==> src/rtl/traffic_conflict_monitor.sv <==
// Safety monitor for the traffic light lamps. It decodes the registered lamp pattern into a phase
// and checks it for lamp integrity, conflicts, sequence and dwell. The first fault latches and flashes.
module traffic_conflict_monitor #(
    parameter int GREEN_LIFETIME  = 10,
    parameter int YELLOW_LIFETIME = 3,
    parameter int FLASH_HALF      = 4
) (
    input  logic       clk,
    input  logic       rst,
    input  logic       main_red,
    input  logic       main_yellow,
    input  logic       main_green,
    input  logic       side_red,
    input  logic       side_yellow,
    input  logic       side_green,
    input  logic       clear_fault,
    output logic [1:0] phase,
    output logic       phase_valid,
    output logic       fault,
    output logic [2:0] fault_code,
    output logic       flash
);

    localparam int DWELL_SAT = GREEN_LIFETIME + YELLOW_LIFETIME + 2;
    localparam int DWELL_W   = $clog2(DWELL_SAT) + 1;
    localparam int FLASH_W   = $clog2(FLASH_HALF) + 1;

    localparam logic [DWELL_W-1:0] DWELL_MAX    = DWELL_W'(DWELL_SAT);
    localparam logic [DWELL_W-1:0] YELLOW_LIMIT = DWELL_W'(YELLOW_LIFETIME);
    localparam logic [DWELL_W-1:0] GREEN_LIMIT  = DWELL_W'(GREEN_LIFETIME);
    localparam logic [DWELL_W-1:0] DWELL_ONE    = DWELL_W'(1);
    localparam logic [FLASH_W-1:0] FLASH_LAST   = FLASH_W'(FLASH_HALF - 1);
    localparam logic [FLASH_W-1:0] FLASH_ONE    = FLASH_W'(1);

    localparam logic [1:0] PH_MAIN_GREEN  = 2'b00;
    localparam logic [1:0] PH_MAIN_YELLOW = 2'b10;
    localparam logic [1:0] PH_SIDE_GREEN  = 2'b11;
    localparam logic [1:0] PH_SIDE_YELLOW = 2'b01;

    localparam logic [2:0] CODE_NONE       = 3'd0;
    localparam logic [2:0] CODE_INTEGRITY  = 3'd1;
    localparam logic [2:0] CODE_CONFLICT   = 3'd2;
    localparam logic [2:0] CODE_TRANSITION = 3'd3;
    localparam logic [2:0] CODE_YELLOW     = 3'd4;
    localparam logic [2:0] CODE_GREEN      = 3'd5;

    // Lamp sample layout: {main_red, main_yellow, main_green, side_red, side_yellow, side_green}
    logic [5:0]         lamp_reg;
    logic               sample_loaded_reg;
    logic [1:0]         phase_reg;
    logic               phase_valid_reg;
    logic [DWELL_W-1:0] dwell_reg;
    logic               fault_reg;
    logic [2:0]         fault_code_reg;
    logic               flash_reg;
    logic [FLASH_W-1:0] flash_cnt_reg;

    logic [DWELL_W-1:0] dwell_next;
    logic               fault_next;
    logic [2:0]         fault_code_next;
    logic               flash_next;
    logic [FLASH_W-1:0] flash_cnt_next;

    logic [1:0]         s_phase;
    logic               s_valid;
    logic               same_phase;
    logic               trans_legal;
    logic [DWELL_W-1:0] dwell_inc;
    logic [1:0][2:0]    road_lamps;
    logic [1:0]         road_one_lit;
    logic [1:0]         road_red;
    logic               viol_integrity;
    logic               viol_conflict;
    logic               viol_transition;
    logic               viol_yellow;
    logic               viol_green;
    logic               any_viol;
    logic [2:0]         viol_code;

    assign road_lamps[0] = lamp_reg[5:3];
    assign road_lamps[1] = lamp_reg[2:0];

    generate
        for (genvar gi = 0; gi < 2; gi++) begin : g_road
            assign road_one_lit[gi] = (road_lamps[gi] == 3'b001) || (road_lamps[gi] == 3'b010) ||
                                      (road_lamps[gi] == 3'b100);
            assign road_red[gi]     = road_lamps[gi][2];
        end
    endgenerate

    always_comb begin
        s_valid = 1'b1;
        s_phase = PH_MAIN_GREEN;
        case (lamp_reg)
            6'b001_100: s_phase = PH_MAIN_GREEN;
            6'b010_100: s_phase = PH_MAIN_YELLOW;
            6'b100_001: s_phase = PH_SIDE_GREEN;
            6'b100_010: s_phase = PH_SIDE_YELLOW;
            default: begin
                s_valid = 1'b0;
                s_phase = phase_reg;
            end
        endcase
    end

    // Holding a phase is always legal, and so is dropping back to main green.
    always_comb begin
        trans_legal = (s_phase == phase_reg) || (s_phase == PH_MAIN_GREEN);
        case (phase_reg)
            PH_MAIN_GREEN:  if (s_phase == PH_MAIN_YELLOW) trans_legal = 1'b1;
            PH_MAIN_YELLOW: if (s_phase == PH_SIDE_GREEN)  trans_legal = 1'b1;
            PH_SIDE_GREEN:  if (s_phase == PH_SIDE_YELLOW) trans_legal = 1'b1;
            default:        ;
        endcase
    end

    assign same_phase = phase_valid_reg && s_valid && (s_phase == phase_reg);
    assign dwell_inc  = (dwell_reg >= DWELL_MAX) ? DWELL_MAX : dwell_reg + DWELL_ONE;

    always_comb begin
        dwell_next = '0;
        if (s_valid) begin
            dwell_next = same_phase ? dwell_inc : DWELL_ONE;
        end
    end

    assign viol_integrity  = !(&road_one_lit);
    assign viol_conflict   = !(|road_red);
    assign viol_transition = phase_valid_reg && s_valid && !trans_legal;
    assign viol_yellow     = (same_phase && (s_phase == PH_MAIN_YELLOW || s_phase == PH_SIDE_YELLOW) &&
                              (dwell_inc > YELLOW_LIMIT)) ||
                             (phase_valid_reg && s_valid && phase_reg == PH_MAIN_YELLOW &&
                              s_phase == PH_SIDE_GREEN && dwell_reg < YELLOW_LIMIT);
    assign viol_green      = same_phase && (s_phase == PH_SIDE_GREEN) && (dwell_inc > GREEN_LIMIT);

    // The all-zero reset contents of the input register are not a real sample.
    always_comb begin
        viol_code = CODE_NONE;
        if (viol_integrity)       viol_code = CODE_INTEGRITY;
        else if (viol_conflict)   viol_code = CODE_CONFLICT;
        else if (viol_transition) viol_code = CODE_TRANSITION;
        else if (viol_yellow)     viol_code = CODE_YELLOW;
        else if (viol_green)      viol_code = CODE_GREEN;
        any_viol = sample_loaded_reg && (viol_code != CODE_NONE);
    end

    always_comb begin
        fault_next      = fault_reg;
        fault_code_next = fault_code_reg;
        if (any_viol) begin
            if (!fault_reg) begin
                fault_next      = 1'b1;
                fault_code_next = viol_code;
            end
        end else if (clear_fault) begin
            fault_next      = 1'b0;
            fault_code_next = CODE_NONE;
        end
    end

    always_comb begin
        flash_next     = 1'b0;
        flash_cnt_next = '0;
        if (fault_next) begin
            if (!fault_reg) begin
                flash_next = 1'b1;
            end else if (flash_cnt_reg >= FLASH_LAST) begin
                flash_next = !flash_reg;
            end else begin
                flash_next     = flash_reg;
                flash_cnt_next = flash_cnt_reg + FLASH_ONE;
            end
        end
    end

    always_ff @(posedge clk or negedge rst) begin
        if (!rst) begin
            lamp_reg          <= '0;
            sample_loaded_reg <= 1'b0;
            phase_reg         <= PH_MAIN_GREEN;
            phase_valid_reg   <= 1'b0;
            dwell_reg         <= '0;
            fault_reg         <= 1'b0;
            fault_code_reg    <= CODE_NONE;
            flash_reg         <= 1'b0;
            flash_cnt_reg     <= '0;
        end else begin
            lamp_reg          <= {main_red, main_yellow, main_green, side_red, side_yellow, side_green};
            sample_loaded_reg <= 1'b1;
            phase_reg         <= s_phase;
            phase_valid_reg   <= s_valid;
            dwell_reg         <= dwell_next;
            fault_reg         <= fault_next;
            fault_code_reg    <= fault_code_next;
            flash_reg         <= flash_next;
            flash_cnt_reg     <= flash_cnt_next;
        end
    end

    assign phase       = phase_reg;
    assign phase_valid = phase_valid_reg;
    assign fault       = fault_reg;
    assign fault_code  = fault_code_reg;
    assign flash       = flash_reg;

endmodule

==> config.mk <==
export PLATFORM = sky130hd
export DESIGN_NAME = traffic_conflict_monitor
export DESIGN_NICKNAME = d
export VERILOG_FILES = /design/src/rtl/traffic_conflict_monitor.sv
export SDC_FILE = /design/constraint.sdc
export NUM_CORES = 1
export LEC_CHECK = 0
export ABC_AREA = 1
export ABC_CLOCK_PERIOD_IN_PS = 4300
export CORE_AREA = 2 2 63 65
export CTS_CLUSTER_DIAMETER = 80
export DETAILED_ROUTE_END_ITERATION = 8
export DIE_AREA = 0 0 65 67
export PLACE_DENSITY = 0.69
export SYNTH_ARGS = -nofsm -noshare
export SYNTH_HDL_FRONTEND = slang
export SYNTH_SLANG_ARGS = --single-unit
==> constraint.sdc <==
create_clock -name clk -period 4.3 [get_ports clk]
set_input_delay 0.86 -clock clk [delete_from_list [all_inputs] [get_ports clk]]
set_output_delay 0.86 -clock clk [all_outputs]
set_load 0.03 [all_outputs]
==> results by group <==
Pwr
  • Switching Fraction: 35.1%
  • LEAKAGE: 0.871 nW
  • Int Power: 0.392 mW
  • Logic pwr share: ~34%
  • P per Cell Area: 355 nW/um^2
  • Sequential share of power: 44.2%
  • Clock Power Share: 22.3%
  • Maximum vdd drop: approximately 170 uV
  • NetSw: 0.212 mW

STA
  • Fin. Hold Viols: 0
  • Slew of the pin with the lowest slew margin: 0.999 ns
  • Period utilization: 59.9%
  • Unrepaired setup endpoints after global routing: no
  • Total negative slack: 0 ns
  • Final setup viols: 0
  • Final worst slack: about 1.7 ns
  • Final clock skew: a little over 0.006 ns
  • Minimum clock period: 2.58 ns
  • Fmax: 388 MHz
  • Slew margin rel.: 33.2%
  • Final Slew Violations: 0

Route
  • Vias/cell: 4.68
  • Total number of vias: 1119
  • TritonRoute pass-1 iters: 4
  • Routed Antenna Nets: 0
  • DRC errors left: 0
  • Starting DRT DRC Count: 29
  • Routed Wire Length: 2.50 mm
  • DR WL/cell: 10.5 um

Worst setup path
  • Arrival @ worst endpoint: between 2 and 3 ns
  • CP startpoint kind: flip-flop
  • CP most frequent cell: nand3_1
  • Crit Path Class: flip-flop to flip-flop
  • Crit path required time: about 4.5 ns
  • Crit path max-delay cell type: dfrtp_1
  • CP peak stage delay: 0.40 ns
  • CP max FO: 4
  • Critical Path End Type: flip-flop
  • Worst R2R Start: lamp_reg[1]
  • Worst path cell trace: nor2_1, nand2_1, nor2_1, nand2_2, nand2_4, inv_1, a21oi_1, inv_1, ha_1, nand3_1, a31oi_1, nor3_2, a21oi_2, nand3_2, nand2_2, nand3_1, nand3_1, nand2_1
  • Setup crit start: lamp_reg[1]

Min path
  • HP Start: fault_code[0]
  • Worst hold-check path type: flip-flop to flip-flop

Placed design
  • Port-buffer cells: 16
  • Dpl cells: 235
  • Gpl congestion: 0.829
  • Worst slack, placed: about 1.7 ns
  • DP HPWL: 2.01 mm

Die
  • Core Region: around 3600 sq um
  • Total die area: 4360 sq um
  • Num ports: 17
  • Row count: 22
  • Die height: 67 um
  • Initial Util: 39.8%
  • Die Span X: about 65 um

Yosys
  • Asr flop ratio synth: 100%
  • Synthesis Warnings: 0
  • Synth cell types: 33
  • Ranking of synthesized cells by area: dfrtp_1, nand2_1, inv_1
  • Sequential-to-total area share from yosys stat: roughly two fifths
  • EDFF count, synth: 0
  • Post-synth top flop: dfrtp_1
  • Cell area after synthesis: 1440 sq um
  • Post-synth top area cell: dfrtp_1
  • Mapped Cells: 171
  • Synthesized flop and latch total: 23
  • Net count after synthesis: 188
  • Mean area per synthesized cell: around 8.4 sq um
  • Share of the synthesized area in the top cell type: 40.1%

Finish
  • Filler cell count: ~340
  • Share of cells above drive strength 1: 17.8%
  • Nets: 209
  • Max reg flops: 6
  • Antenna diodes: 0
  • Final non-filler cell total: 239
  • Area growth syn-to-layout: 18.6%

Global routing
  • Initial antenna violation count: 0
  • Global Route Usage Sum: 13.4%
  • Global route overflow: 0
  • Global-route wire length before repair: 4.49 mm
  • Vias in the first global route: 1081
  • Largest net degree at the start of global routing: 24

Clocking
  • Post-CTS Setup Bufs: 0
  • CTS Root Cell: clkbuf_8
  • Htree depth: 1
  • CTS tree: yes
  • CTS Hold Bufs: 0
  • Max Root-Sink Buffers: 2
  • Clk sink count: 23
  • Post_cts resized: 0
  • Total CTS buffers: 3
  • Clock slew at reported path FFs: 0.09 ns
  • Worst-Skew Late Latency: roughly 0.26 ns

Status
  • Status: completed

Run
  • Max_cap viols: 0
routing by layer:
metal | share of wire [%] | GRT usage, % | vias up
met2 | 48 | 22.3 | 14
met5 | 0 | 0 | -
met4 | 1.5 | 6.12 | 0
met1 | 48 | 17.0 | 520
li1 | - | - | 581
met3 | 2.3 | 2.20 | 4
power groups by stage:
stage,Sequential [mW],Combinational [mW],Clock (mW)
2_1_floorplan,0.293,0.121,0
3_3_place_gp,0.272,0.204,0
3_5_place_dp,0.272,0.204,0
4_1_cts,0.268,0.206,0.138
5_1_grt,0.271,0.228,0.150
6_report,0.267,0.202,0.134
layout make-up:
class | count | area (sq um) | share of cell area, %
Inverter | 30 | 113 | 6.62
Tap cell | 48 | 60.1 | 3.53
Clock buffer | 3 | 41.3 | 2.43
Timing Repair Buffer | 16 | 160 | 9.41
Multi-Input combinational cell | 118 | 747 | 43.9
Clock inverter | 1 | 5.00 | 0.294
Sequential cell | 23 | 576 | 33.8
cell usage in the layout (no fill, tap or decap), drive strengths merged, types with 2 or more instances in the layout:
master / synthesis / routed
a21oi: 4 / 4
a31oi: 2 / 2
clkbuf: 0 / 3
clkdlybuf4s50: 0 / 16
dfrtp: 23 / 23
ha: 8 / 8
inv: 30 / 30
nand2: 44 / 44
nand3: 18 / 18
nand4: 2 / 2
nor2: 22 / 22
nor3: 3 / 3
o211ai: 2 / 2
o21bai: 2 / 2
or2: 2 / 2
xor2: 2 / 2
critical path, delay by kind of cell (launching register included):
kind	cells	cell delay (ns)
AOI/OAI and AO/OA	3	0.39
buffers and inverters	2	0.18
and+or+nand+nor	12	1.29
adders and majority gates	1	0.24
DFF	1	0.40
cells in the mapped netlist, types with 3 or more instances:
| master | instances |
|---|---|
| dfrtp_1 | 23 |
| ha_1 | 8 |
| inv_1 | 28 |
| nand3_2 | 3 |
| nand2_1 | 31 |
| a21oi_1 | 3 |
| nor2_4 | 3 |
| nand3_1 | 13 |
| nor2_1 | 17 |
| nand2_2 | 10 |
| nand2_4 | 3 |
cell families (layout without fill, tap and decap cells):
kind of cell,Yosys count,after routing,share of synthesized area [%]
XOR/XNOR,2,2,1.22
AND/OR/NAND/NOR,93,93,35.7
flip-flops,23,23,40.1
other,1,1,0.261
AO/OA/AOI/OAI,14,14,7.85
adder cells (fa/ha/maj),8,8,6.97
buffers and inverters,30,50,7.85
per-stage QoR:
step           power [mW]  utilization [%]  hold slack, ns  instance area [sq um]
2_1_floorplan       0.414                -           0.522                   1440
3_3_place_gp        0.475             45.9           0.506                   1660
3_5_place_dp        0.476             45.9           0.510                   1660
4_1_cts             0.612             47.2           0.541                   1700
5_1_grt             0.648             47.2           0.564                   1700
6_report            0.603             47.2           0.530                   1700
final timing paths:
| check | end | slack, ns | cells past startpoint |
|---|---|---|---|
| hold / removal | fault_code[0] | 0.53 | 2 |
| setup reg to reg | fault_code[2] | 1.72 | 18 |
| min in group asynchronous | dwell_reg[3] | 1.14 | 1 |
| hold reg to reg | fault_code[0] | 0.53 | 2 |
| setup / recovery | fault_code[2] | 1.72 | 18 |
| max in group asynchronous | lamp_reg[1] | 2.55 | 1 |
No activity file was read; power rests on OpenSTA's default activity.
